`src/rtl/pc_sequencer_if.sv`:
```
// Fetch-PC bus between the redirect/trap sources and pc_sequencer.
// The trace signals are live only when PC_SEQ_TRACE_EN is defined in the sequencer.
interface pc_sequencer_if #(
   parameter int XLEN        = 32,
   parameter int CNT_W       = 64,
   parameter int TRACE_DEPTH = 8
);
   localparam int TIW = (TRACE_DEPTH > 1) ? $clog2(TRACE_DEPTH) : 1;

   logic             stall_i;
   logic             redirect_i;
   logic [XLEN-1:0]  redirect_target_i;
   logic             trap_i;
   logic [XLEN-1:0]  trap_vector_i;
   logic [TIW-1:0]   trace_idx_i;
   logic [XLEN-1:0]  PC;
   logic [XLEN-1:0]  PC_OUT;
   logic             misalign_o;
   logic [XLEN-1:0]  bad_addr_o;
   logic [CNT_W-1:0] retired_o;
   logic [XLEN-1:0]  trace_pc_o;
   logic             trace_valid_o;

   modport master (
      output stall_i, redirect_i, redirect_target_i, trap_i, trap_vector_i, trace_idx_i,
      input  PC, PC_OUT, misalign_o, bad_addr_o, retired_o, trace_pc_o, trace_valid_o
   );

   modport slave (
      input  stall_i, redirect_i, redirect_target_i, trap_i, trap_vector_i, trace_idx_i,
      output PC, PC_OUT, misalign_o, bad_addr_o, retired_o, trace_pc_o, trace_valid_o
   );
endinterface

```
`src/rtl/pc_sequencer.sv`:
```
// Fetch PC register with trap > redirect > stall > increment selection and retire counter.
// Optional PC trace buffer built when PC_SEQ_TRACE_EN is defined.
module pc_sequencer #(
   parameter int              XLEN         = 32,
   parameter logic [XLEN-1:0] RESET_VECTOR = '0,
   parameter int              INC_BYTES    = 4,
   parameter int              CNT_W        = 64,
   parameter int              TRACE_DEPTH  = 8
) (
   input  logic         CLK,
   input  logic         RST,
   pc_sequencer_if.slave bus
);
   localparam int              TIW        = (TRACE_DEPTH > 1) ? $clog2(TRACE_DEPTH) : 1;
   localparam logic [XLEN-1:0] INC        = XLEN'(INC_BYTES);
   localparam logic [XLEN-1:0] ALIGN_MASK = XLEN'(INC_BYTES - 1);

   logic [XLEN-1:0]  pc_q, pc_d;
   logic [CNT_W-1:0] cnt_q, cnt_d;
   logic             mis_q, mis_d;
   logic [XLEN-1:0]  bad_q, bad_d;
   logic             adv;
   logic [XLEN-1:0]  tgt;
   logic             tgt_bad;

   // JALR clears bit 0 before the alignment check
   assign tgt     = bus.redirect_target_i & ~XLEN'(1);
   assign tgt_bad = |(tgt & ALIGN_MASK);

   always_comb begin
      pc_d  = pc_q;
      cnt_d = cnt_q;
      mis_d = 1'b0;
      bad_d = bad_q;
      adv   = 1'b0;
      if (bus.trap_i) begin
         pc_d = bus.trap_vector_i & ~ALIGN_MASK;
         adv  = 1'b1;
      end else if (bus.redirect_i) begin
         if (tgt_bad) begin
            mis_d = 1'b1;
            bad_d = tgt;
         end else begin
            pc_d  = tgt;
            cnt_d = cnt_q + CNT_W'(1);
            adv   = 1'b1;
         end
      end else if (!bus.stall_i) begin
         pc_d  = pc_q + INC;
         cnt_d = cnt_q + CNT_W'(1);
         adv   = 1'b1;
      end
   end

   always_ff @(posedge CLK) begin
      if (RST) begin
         pc_q  <= RESET_VECTOR;
         cnt_q <= '0;
         mis_q <= 1'b0;
         bad_q <= '0;
      end else begin
         pc_q  <= pc_d;
         cnt_q <= cnt_d;
         mis_q <= mis_d;
         bad_q <= bad_d;
      end
   end

   assign bus.PC         = pc_q;
   assign bus.PC_OUT     = pc_q + INC;
   assign bus.misalign_o = mis_q;
   assign bus.bad_addr_o = bad_q;
   assign bus.retired_o  = cnt_q;

`ifdef PC_SEQ_TRACE_EN
   logic [TRACE_DEPTH-1:0][XLEN-1:0] trace_q;
   logic [TIW-1:0]                   wr_ptr_q;
   logic [TIW:0]                     fill_q;
   logic [TIW-1:0]                   rd_ptr;

   always_ff @(posedge CLK) begin
      if (RST) begin
         wr_ptr_q <= '0;
         fill_q   <= '0;
      end else if (adv) begin
         wr_ptr_q <= wr_ptr_q + TIW'(1);
         if (fill_q != (TIW+1)'(TRACE_DEPTH)) fill_q <= fill_q + (TIW+1)'(1);
      end
   end

   // Storage needs no reset; validity comes from fill_q
   always_ff @(posedge CLK) begin
      if (!RST && adv) trace_q[wr_ptr_q] <= pc_q;
   end

   assign rd_ptr            = wr_ptr_q - TIW'(1) - bus.trace_idx_i;
   assign bus.trace_pc_o    = trace_q[rd_ptr];
   assign bus.trace_valid_o = ({1'b0, bus.trace_idx_i} < fill_q);
`else
   logic unused_trace;
   assign unused_trace      = &{1'b0, bus.trace_idx_i, adv};
   assign bus.trace_pc_o    = '0;
   assign bus.trace_valid_o = 1'b0;
`endif
endmodule

```
`src/flat_wrapper.sv`:
```
// flat-port wrapper written by rule: the top's interface ports become plain ports
module pc_sequencer_flat 
#(
   parameter int              XLEN         = 32,
   parameter logic [XLEN-1:0] RESET_VECTOR = '0,
   parameter int              INC_BYTES    = 4,
   parameter int              CNT_W        = 64,
   parameter int              TRACE_DEPTH  = 8
)
  (CLK, RST, bus_stall_i, bus_redirect_i, bus_redirect_target_i, bus_trap_i, bus_trap_vector_i, bus_trace_idx_i, bus_PC, bus_PC_OUT, bus_misalign_o, bus_bad_addr_o, bus_retired_o, bus_trace_pc_o, bus_trace_valid_o);
  pc_sequencer_if #(.XLEN(XLEN), .CNT_W(CNT_W), .TRACE_DEPTH(TRACE_DEPTH)) bus_i ();
  input  logic CLK;
  input  logic RST;
  input wire logic [$bits(bus_i.stall_i)-1:0] bus_stall_i;
  input wire logic [$bits(bus_i.redirect_i)-1:0] bus_redirect_i;
  input wire logic [$bits(bus_i.redirect_target_i)-1:0] bus_redirect_target_i;
  input wire logic [$bits(bus_i.trap_i)-1:0] bus_trap_i;
  input wire logic [$bits(bus_i.trap_vector_i)-1:0] bus_trap_vector_i;
  input wire logic [$bits(bus_i.trace_idx_i)-1:0] bus_trace_idx_i;
  output wire logic [$bits(bus_i.PC)-1:0] bus_PC;
  output wire logic [$bits(bus_i.PC_OUT)-1:0] bus_PC_OUT;
  output wire logic [$bits(bus_i.misalign_o)-1:0] bus_misalign_o;
  output wire logic [$bits(bus_i.bad_addr_o)-1:0] bus_bad_addr_o;
  output wire logic [$bits(bus_i.retired_o)-1:0] bus_retired_o;
  output wire logic [$bits(bus_i.trace_pc_o)-1:0] bus_trace_pc_o;
  output wire logic [$bits(bus_i.trace_valid_o)-1:0] bus_trace_valid_o;
  assign bus_i.stall_i = bus_stall_i;
  assign bus_i.redirect_i = bus_redirect_i;
  assign bus_i.redirect_target_i = bus_redirect_target_i;
  assign bus_i.trap_i = bus_trap_i;
  assign bus_i.trap_vector_i = bus_trap_vector_i;
  assign bus_i.trace_idx_i = bus_trace_idx_i;
  assign bus_PC = bus_i.PC;
  assign bus_PC_OUT = bus_i.PC_OUT;
  assign bus_misalign_o = bus_i.misalign_o;
  assign bus_bad_addr_o = bus_i.bad_addr_o;
  assign bus_retired_o = bus_i.retired_o;
  assign bus_trace_pc_o = bus_i.trace_pc_o;
  assign bus_trace_valid_o = bus_i.trace_valid_o;
  pc_sequencer #(.XLEN(XLEN), .RESET_VECTOR(RESET_VECTOR), .INC_BYTES(INC_BYTES), .CNT_W(CNT_W), .TRACE_DEPTH(TRACE_DEPTH)) u_core (.CLK(CLK), .RST(RST), .bus(bus_i));
endmodule
```
`config.mk`:
```
export PLATFORM = sky130hd
export DESIGN_NAME = pc_sequencer_flat
export DESIGN_NICKNAME = d
export VERILOG_FILES = /design/src/rtl/pc_sequencer_if.sv /design/src/rtl/pc_sequencer.sv /design/src/flat_wrapper.sv
export SDC_FILE = /design/constraint.sdc
export NUM_CORES = 1
export LEC_CHECK = 0
export CORE_ASPECT_RATIO = 0.8
export CORE_MARGIN = 3
export CORE_UTILIZATION = 31
export DETAILED_ROUTE_END_ITERATION = 10
export DONT_BUFFER_PORTS = 1
export PLACE_DENSITY = 0.49
export SYNTH_ARGS = -nofsm -noshare
export SYNTH_HDL_FRONTEND = slang
export SYNTH_SLANG_ARGS = --single-unit
```
`constraint.sdc`:
```
create_clock -name CLK -period 3 [get_ports CLK]
set_clock_uncertainty 0.05 [all_clocks]
set_input_delay 0.6 -clock CLK [delete_from_list [all_inputs] [get_ports CLK]]
set_output_delay 0.6 -clock CLK [all_outputs]
set_load 0.1 [all_outputs]
```
==> results.md, run 1 <==
- All-Layer GR Usage: a little under a fifth
- Largest net degree at the start of global routing: roughly 130
- Top Metal Used: met4
- Placed cell areas: around 0.0083 mm^2
- Area of the core: 0.0210 mm^2
- Worst-skew pair later-pin latency: between 0.4 and 0.5 ns
- Worst Hold Class: in -> reg
- Leading area contributor after synthesis: dfxtp_1
- Final Wtd Congestion: roughly 0.76
- Synth Flop Type: dfxtp_1
- R2R Setup Slk: roughly 0.40 ns
- Setup crit end kind: output port
- # rows: 47
- Vias per Instance: approximately 5.1
- Initial antenna violation count: 0
- Status: finished clean
- Reg-to-Reg End: u_core.bus.retired_o[43]
- CTS tree: built
- Layout area overhead: 34.0%
- First drt pass iteration count: 5
- Total routed wirelength: 22700 um
- First-pass GRT wire length: 33900 um
- Leakage power: 3.42 nW
- Clk sink count: between 100 and 150
- RR Startpoint: u_core.bus.retired_o[25]
- Root Driver: clkbuf_16
- Rel. slew slack: 29.0%
- Iter 0 DRT Violations: ~290
- Synth warn: 0
- Distinct cells, synth: 49
- Met2 wire len: 9970 um
- Post-synth EDFFs: 0
- CTS buffer count: 17
- Max-slew violations: 0
- Endpoints failing setup: 0
- Synth Cell Area: 0.00672 mm^2
- Non-filler cells in the finished layout: around 1300
- WL met3: 1950 um
- Crit path required time: 2.35 ns
- Min Tclk post-route: 2.90 ns
- Max FO, Critical Path: 7
- Placed Cells: around 1200
- Cells after Synth: 866
- HPWL Detailed: ~16000 um
- Top post-synthesis cells by area: dfxtp_1 38%, nand2_1 7.4%, a21oi_1 6.9%
- Leading cell type in the layout, fill and taps excluded: nand2_1
- Average wire per cell in the routed design: between 15 and 20 um
- Async S/R FF share, synth: 0%
- Clock Pin Slew Worst Setup and Hold Paths: around 0.07 ns
- Worst Setup Start Kind: flip-flop
- Period utilization: 96.8%
- Worst-Margin Slew: ~1.1 ns
- Critical path launch point: u_core.bus.PC[4]
- Via count: approximately 6400
- Clock Tree Buf Depth: 2
- Residual DRC count: 0
- Setup WS pre-CTS: 0.324 ns
- Achievable frequency: roughly 0.34 GHz
- Most frequent cells in the layout: 133 x nand2_1, 125 x buf_4, 104 x dfxtp_1
- Metal-1 WL: 10500 um
- Yosys top cell area share: roughly two fifths
- Die Ht: about 140 um
- Initial Util: 32.0%
- Arr. time, crit path: 2.25 ns
- GR Overflow Total: 0
- Final hold vios: 0
- Final WS setup: just under 0.1 ns
- Die X: 171 um
- Worst vdd ir: between 0.2 and 0.3 mV
- Fin area: about 0.009 mm^2
- Buffers on Ports: 0
- Antenna violation net count after detailed routing: 0
- Fin nets: around 1100
- FF+latch count, synth: between 100 and 150
- Syn avg cell area: roughly 7.8 um^2
- Cells on worst reg2reg path: 5
- Pwr Density: ~570 mW/mm^2
- Vias in the first global route: 5878
- Die area: between 0.02 and 0.025 mm^2
- Share of cells above drive strength 1: 25.3%
- CP Class: reg -> out
- Proportion of synthesized chip area in sequential cells: 38.1%
- Max-cap viol count: 0
- IO Pins: 266
- CP endpoint: bus_PC_OUT[29]
- H-tree levels: 4
[registers in the layout, indices dropped and copies added (netlist names)]
name	cells
u_core.bus.bad_addr_o	31
u_core.bus.retired_o	64
u_core.bus.misalign_o	1
u_core.bus.PC	32
[worst max-delay path, stage by stage (launching register included)]
cell	delay [ns]
dfxtp_4	0.41
nand4_1	0.10
buf_4	0.17
nor4_4	0.23
buf_6	0.18
nand4_1	0.15
xor2_2	0.26
clkinvlp_4	0.15
buf_12	0.18
[area by class of cell]
type / count / area (um^2)
fill: 2116 / 12000
multi-input combinational: 650 / 3930
sequential: 128 / 2620
timing repair buffer: 146 / 1340
clock buffer: 17 / 425
tap: 269 / 337
clock inverter: 15 / 180
inverter: 37 / 173
antenna: 1 / 2.50
[stage by stage]
step                      setup TNS (ns)  total power, mW  hold slack (ns)  util, %
after CTS                              0             5.18            0.169     42.5
after floorplan                  -0.0995             2.83            0.666        -
after global routing             -0.0104             5.31            0.170     42.9
final                                  0             5.13            0.205     42.9
after detailed placement               0             2.98            0.461     39.4
after global placement                 0             2.97            0.446     39.4
[cells in the mapped netlist, types with 3 or more instances]
library cell,n
nor4_4,6
or4_1,20
o21a_1,3
nor4_1,8
xnor2_1,16
a21oi_1,93
a221oi_1,7
nand2b_1,6
nor3_1,20
nand3_1,36
inv_1,36
mux2i_1,3
nand2_1,133
dfxtp_1,128
o31ai_1,20
buf_4,36
xor2_1,44
o211ai_1,4
buf_1,3
and2_1,5
o221ai_1,14
nand4_1,32
nand4_2,3
o21ai_0,19
or3_1,11
clkbuf_1,44
and3_1,12
nor2b_1,5
nor2_1,74
[where the power goes]
part	internal, mW	switching (mW)	leakage, nW
Clock	1.32	0.859	0.299
Combinational	0.228	0.828	2.07
Sequential	1.75	0.150	1.05
Total	3.29	1.84	3.42
[per-layer routing]
layer	vias up	global-route usage, %
met5	-	0
met4	0	5.54
met3	21	6.60
met2	203	27.8
met1	2956	24.8
li1	3204	-
[worst min-delay path by stage]
stage | startpoint | endpoint | slack (ns) | cells after the start
after floorplan | bus_redirect_target_i[13] | u_core.bus.PC[13] | 0.67 | 2
after global placement | u_core.bus.retired_o[1] | u_core.bus.retired_o[1] | 0.45 | 2
after detailed placement | u_core.bus.retired_o[1] | u_core.bus.retired_o[1] | 0.46 | 2
after CTS | RST | u_core.bus.PC[4] | 0.17 | 1
after global routing | RST | u_core.bus.bad_addr_o[3] | 0.17 | 1
final | RST | u_core.bus.bad_addr_o[7] | 0.20 | 1
[kinds of logic after synthesis]
family / after synthesis / synth area share, %
AOI/OAI and AO/OA: 169 / 15.1
buffers and inverters: 121 / 8.78
other: 1 / 0.0558
adders and majority gates: 2 / 0.372
muxes: 5 / 0.837
xor gates and xnor gates: 60 / 7.82
DFF: 128 / 38.1
and+or+nand+nor: 380 / 28.9
[timing repair]
action | CTS | global route
resized for setup | 4 | 5
cloned | 0 | 1
setup endpoints to repair | 9 | 12
setup buffers | 2 | 7
pin swaps | 3 | 7
hold buffers | 0 | 0
No activity file was read; power rests on OpenSTA's default activity.
==> run 2, diff against run 1 <==
- PLACE_DENSITY: 0.49 -> default
==> results.md, run 2 (same netlist as run 1, synthesis figures left out) <==
- Status: finished clean
- Worst Setup Start Kind: flip-flop
- Total routed wirelength: 22300 um (-1.8%)
- Max-slew violations: 0 (unchanged)
- Hold Buf Count CTS: 0 (unchanged)
- Max FFs per register: 64 (unchanged)
- Most frequent cells in the layout: 133 x nand2_1, 128 x buf_4, 104 x dfxtp_1
- Switching share of total power: 36.4% (+0.60 points)
- CTS buffer count: 17 (unchanged)
- Vias per Instance: 5.18 (+2.5%)
- Flop pwr share: 37.9% (+0.9 points)
- Int Pwr: 3.16 mW (-4.0%)
- First drt pass iteration count: 5 (unchanged)
- Antenna violation net count after detailed routing: 0 (unchanged)
- Residual DRC count: 0 (unchanged)
- Final Wtd Congestion: 0.800 (+4.8%)
- Period utilization: 98.2% (+1.4 points)
- Root Driver: clkbuf_16
- Achievable frequency: 0.340 GHz (-1.4%)
- CTS tree: built
- Pwr Total: 4.97 mW (-3.1%)
- Final hold vios: 0 (unchanged)
- Endpoints failing setup: 0 (unchanged)
- HPWL Detailed: 16100 um (+0.38%)
- Final TNS setup: 0 ns (unchanged)
- RSZ-0062 raised after global routing: yes
- Die Ht: 138 um (unchanged)
- # rows: 47 (unchanged)
- # diodes: 0 (-1)
- Min Tclk post-route: 2.95 ns (+0.0416 ns)
- Pwr Density: 552 mW/mm^2 (-3.0%)
- Hold slack: 0.198 ns (-0.00665 ns)
- Clk sink count: 128 (unchanged)
- Rel. slew slack: 29.0% (+0.064 points)
- Switching Power: 1.81 mW (-1.5%)
- Setup WS pre-CTS: 0.286 ns (-0.0384 ns)
- Crit path required time: 2.35 ns (about the same)
- Combinational share of power: 21.5% (+0.9 points)
- Max-cap viol count: 0 (unchanged)
- Max FO, Critical Path: 9 (+2)
- All-Layer GR Usage: 18.2% (-0.27 points)
- CP Class: reg -> out
- Die area: 0.0235 mm^2 (unchanged)
- Final WS setup: 0.0546 ns (-0.0416 ns)
- Initial antenna violation count: 0 (unchanged)
- Leakage power: 3.42 nW (-0.18%)
- Setup crit end kind: output port
- Fin nets: 1057 (+0.28%)
- GR Overflow Total: 0 (unchanged)
- Worst-skew pair later-pin latency: 0.42 ns (about the same)
- Clock share of power: 40.6% (-1.8 points)
- Share of cells above drive strength 1: 25.8% (+0.53 points)
- Area of the core: 0.0210 mm^2 (unchanged)
- Worst Hold Class: in -> reg
- H-tree levels: 4 (unchanged)
- Largest net degree at the start of global routing: 134 (unchanged)
- Worst vdd ir: 0.239 mV (-17%)
- Iter 0 DRT Violations: 395 (+38%)
- Initial Util: 32.0% (unchanged)
- Average wire per cell in the routed design: 17.6 um (-2.0%)
- Buffers on Ports: 0 (unchanged)
- Die X: 171 um (unchanged)
- Layout area overhead: 33.9% (about the same)
- Clock Pin Slew Worst Setup and Hold Paths: 0.06 ns (about the same)
- Vias in the first global route: 6005 (+2.2%)
- Clock Tree Buf Depth: 2 (unchanged)
- First-pass GRT wire length: 33600 um (-1.1%)
- Via count: 6555 (+2.7%)
- Leading cell type in the layout, fill and taps excluded: nand2_1
- Arr. time, crit path: 2.30 ns (+0.05 ns)
- Worst-Margin Slew: 1.06 ns (-0.000961 ns)
- IO Pins: 266 (unchanged)
run 2: changes by cell type in the layout (fill, tap and decap cells not counted), moves of 2 or more:
cell        change
clkinv_4        -2
clkinvlp_4      +3
inv_6           -2
buf_4           +3
bufinv_16       -2
clkbuf_8        +2
run 2: worst paths after layout:
check | start | end | slack [ns] | cells past startpoint
max | u_core.bus.PC[12] | bus_PC_OUT[31] | 0.05 | 7
min | RST | u_core.bus.retired_o[12] | 0.20 | 1
max reg2reg | u_core.bus.retired_o[25] | u_core.bus.retired_o[47] | 0.43 | 5
min reg2reg | u_core.bus.retired_o[1] | u_core.bus.retired_o[1] | 0.48 | 2
run 2: metal layers:
layer | up-vias | wire (um) | share of wire (%) | track usage, %
li1 | 3208 | - | - | -
met1 | 3076 | 9640 | 43 | 23.3
met2 | 242 | 10200 | 46 | 28.9
met3 | 29 | 2070 | 9.3 | 6.34
met4 | 0 | 337 | 1.5 | 5.32
met5 | - | 0 | 0 | 0
run 2: through the flow:
| stage | utilization (%) | cell area, um^2 | instances |
|---|---|---|---|
| floorplan | - | 7120 | 899 |
| global placement | 39.6 | 8320 | 1227 |
| detailed placement | 39.6 | 8320 | 1227 |
| CTS | 42.7 | 8960 | 1261 |
| global route | 42.9 | 9000 | 1265 |
| finish | 42.9 | 9000 | 1265 |
run 2: critical path, cell delays in order (launching register included):
cell and delay (ns):
dfxtp_4 0.34, nand4_1 0.15, buf_4 0.18, nor4_4 0.21, buf_6 0.17, nand4_1 0.33, xnor2_4 0.29, buf_12 0.20
run 2: power groups by stage:
stage                     sequential [mW]  combinational [mW]  clock, mW
after global routing                 1.89                1.10       2.14
after CTS                            1.88                1.06       2.07
after floorplan                      2.16               0.663          0
after global placement               1.92                1.05          0
final                                1.88                1.07       2.02
after detailed placement             1.92                1.06          0
run 2: layout make-up:
class	count	area, um^2
Clock buffer	20	457
Clock inverter	12	108
Fill cell	2079	12000
Inverter	37	173
Multi-Input combinational cell	650	3950
Sequential cell	128	2620
Tap cell	269	337
Timing Repair Buffer	149	1360
run 2: timing repair:
item                                    in CTS  in global routing
endpoints found under the setup margin       6                 10
gates resized for setup                     10                  3
buffers inserted                             2                  4
pin swaps                                    6                  5
==> run 3, diff against run 2 <==
- PLACE_DENSITY_LB_ADDON: default -> 0.15
==> results.md, run 3 (same netlist as run 1, synthesis figures left out) <==
- First-pass GRT wire length: 34900 um (+3.9%)
- Die Ht: 138 um (unchanged)
- Buffers on Ports: 0 (unchanged)
- RR Startpoint: u_core.bus.retired_o[24]
- Initial antenna violation count: 0 (unchanged)
- Combinational share of power: 20.5% (-1.0 points)
- Fin nets: 1051 (-0.57%)
- HPWL Detailed: 16300 um (+0.80%)
- Via count: 6458 (-1.5%)
- Root Driver: clkbuf_16
- GR Overflow Total: 0 (unchanged)
- Max FO, Critical Path: 9 (unchanged)
- # diodes: 0 (unchanged)
- First drt pass iteration count: 5 (unchanged)
- Clk sink count: 128 (unchanged)
- Die X: 171 um (unchanged)
- Residual DRC count: 0 (unchanged)
- Int Pwr: 3.31 mW (+4.8%)
- Worst vdd ir: 0.257 mV (+7.7%)
- Fin util: 42.9% (about the same)
- Clock Pin Slew Worst Setup and Hold Paths: 0.06 ns (about the same)
- Max FFs per register: 64 (unchanged)
- Switching share of total power: 35.7% (-0.71 points)
- Rel. slew slack: 29.7% (+0.69 points)
- Achievable frequency: 0.345 GHz (+1.5%)
- Period utilization: 96.8% (-1.4 points)
- Min Tclk post-route: 2.90 ns (-0.0426 ns)
- Iter 0 DRT Violations: 282 (-29%)
- Die area: 0.0235 mm^2 (unchanged)
- Leading cell type in the layout, fill and taps excluded: nand2_1
- Setup WS pre-CTS: 0.230 ns (-0.0564 ns)
- Share of cells above drive strength 1: 25.3% (-0.55 points)
- Initial Util: 32.0% (unchanged)
- Layout area overhead: 33.8% (about the same)
- Final Wtd Congestion: 0.782 (-2.2%)
- Vias in the first global route: 6056 (+0.85%)
- Worst-skew pair later-pin latency: 0.43 ns (about the same)
- RSZ-0062 raised after global routing: no
- CTS buffer count: 17 (unchanged)
- Pwr Density: 572 mW/mm^2 (+3.7%)
- Hold Buf Count CTS: 0 (unchanged)
- Status: finished clean
- Average wire per cell in the routed design: 18.0 um (+2.1%)
- Crit path required time: 2.35 ns (about the same)
- # rows: 47 (unchanged)
- Max-cap viol count: 0 (unchanged)
- Flop pwr share: 36.7% (-1.2 points)
- Critical path launch point: u_core.bus.PC[7]
- Most frequent cells in the layout: 133 x nand2_1, 123 x buf_4, 104 x dfxtp_1
- Final hold vios: 0 (unchanged)
- Vias per Instance: 5.13 (-1.0%)
- Final TNS setup: 0 ns (unchanged)
- Endpoints failing setup: 0 (unchanged)
- All-Layer GR Usage: 18.9% (+0.76 points)
- Final WS setup: 0.0973 ns (+0.0426 ns)
- Leakage power: 3.41 nW (-0.19%)
- Arr. time, crit path: 2.25 ns (-0.05 ns)
- Max-slew violations: 0 (unchanged)
- Worst Setup Start Kind: flip-flop
- Antenna violation net count after detailed routing: 0 (unchanged)
- Cells on worst reg2reg path: 5 (unchanged)
- Worst Hold Class: in -> reg
- Reg-to-Reg End: u_core.bus.retired_o[41]
- IO Pins: 266 (unchanged)
- Worst-Margin Slew: 1.05 ns (-0.0104 ns)
- CTS tree: built
- Area of the core: 0.0210 mm^2 (unchanged)
- Largest net degree at the start of global routing: 134 (unchanged)
- Clock Tree Buf Depth: 2 (unchanged)
- H-tree levels: 4 (unchanged)
- Switching Power: 1.84 mW (+1.6%)
- Total routed wirelength: 22600 um (+1.6%)
- R2R Setup Slk: 0.48 ns (+0.05 ns)
- Clock share of power: 42.8% (+2.2 points)
- CP endpoint: bus_PC_OUT[31]
- Setup crit end kind: output port
- CP Class: reg -> out
[run 3: changes by cell type in the layout (fill, tap and decap cells not counted), sizes merged]
cell	change
buf	-6
bufinv	+2
clkbuf	-2
clkinvlp	-1
inv	+1
[run 3: metal layers]
metal,wire length [um],share of wire (%),GRT usage [%],vias to the layer above
met5,0,0,0,-
met4,237,1.0,4.55,0
met3,2060,9.1,7.54,18
met2,9850,44,28.7,222
met1,10500,46,25.2,3043
li1,-,-,-,3175
[run 3: through the flow]
stage	hold slack [ns]	cell area [um^2]	std cells	total power [mW]
floorplan	0.666	7120	899	2.83
global route	0.175	9000	1259	5.34
global placement	0.507	8280	1221	2.97
finish	0.197	9000	1259	5.15
CTS	0.175	8940	1256	5.19
detailed placement	0.520	8280	1221	2.97
[run 3: power by group through the flow]
stage	Clock (mW)	Sequential [mW]	Combinational, mW
floorplan	0	2.16	0.663
global placement	0	1.92	1.05
detailed placement	0	1.93	1.05
CTS	2.25	1.89	1.05
global route	2.34	1.90	1.10
finish	2.20	1.89	1.05
[run 3: what timing repair did]
action / 4_1_cts / 5_1_grt
resized for setup: 4 / 6
pin swaps: 3 / 5
setup endpoints to repair: 13 / 15
buffers inserted: 3 / 3
[run 3: worst max-delay path: stages, from the launching register on]
cell and delay (ns):
dfxtp_4 0.37, nand3_4 0.11, buf_4 0.17, nor4_4 0.28, buf_6 0.18, nand4_1 0.25, xnor2_4 0.26, buf_12 0.20
[run 3: layout make-up]
class	count	area [um^2]
sequential	128	2620
inverter	37	173
clock buffer	18	439
timing repair buffer	143	1320
tap	269	337
clock inverter	14	179
multi-input combinational	650	3940
fill	2140	12000
[run 3: worst min path at each step]
stage,start,endpoint,slack (ns),cells after the start
2_1_floorplan,bus_redirect_target_i[13],u_core.bus.PC[13],0.67,2
3_3_place_gp,u_core.bus.retired_o[0],u_core.bus.retired_o[0],0.51,2
3_5_place_dp,u_core.bus.retired_o[0],u_core.bus.retired_o[0],0.52,2
4_1_cts,RST,u_core.bus.PC[11],0.17,1
5_1_grt,RST,u_core.bus.bad_addr_o[9],0.17,1
6_report,RST,u_core.bus.PC[11],0.20,1
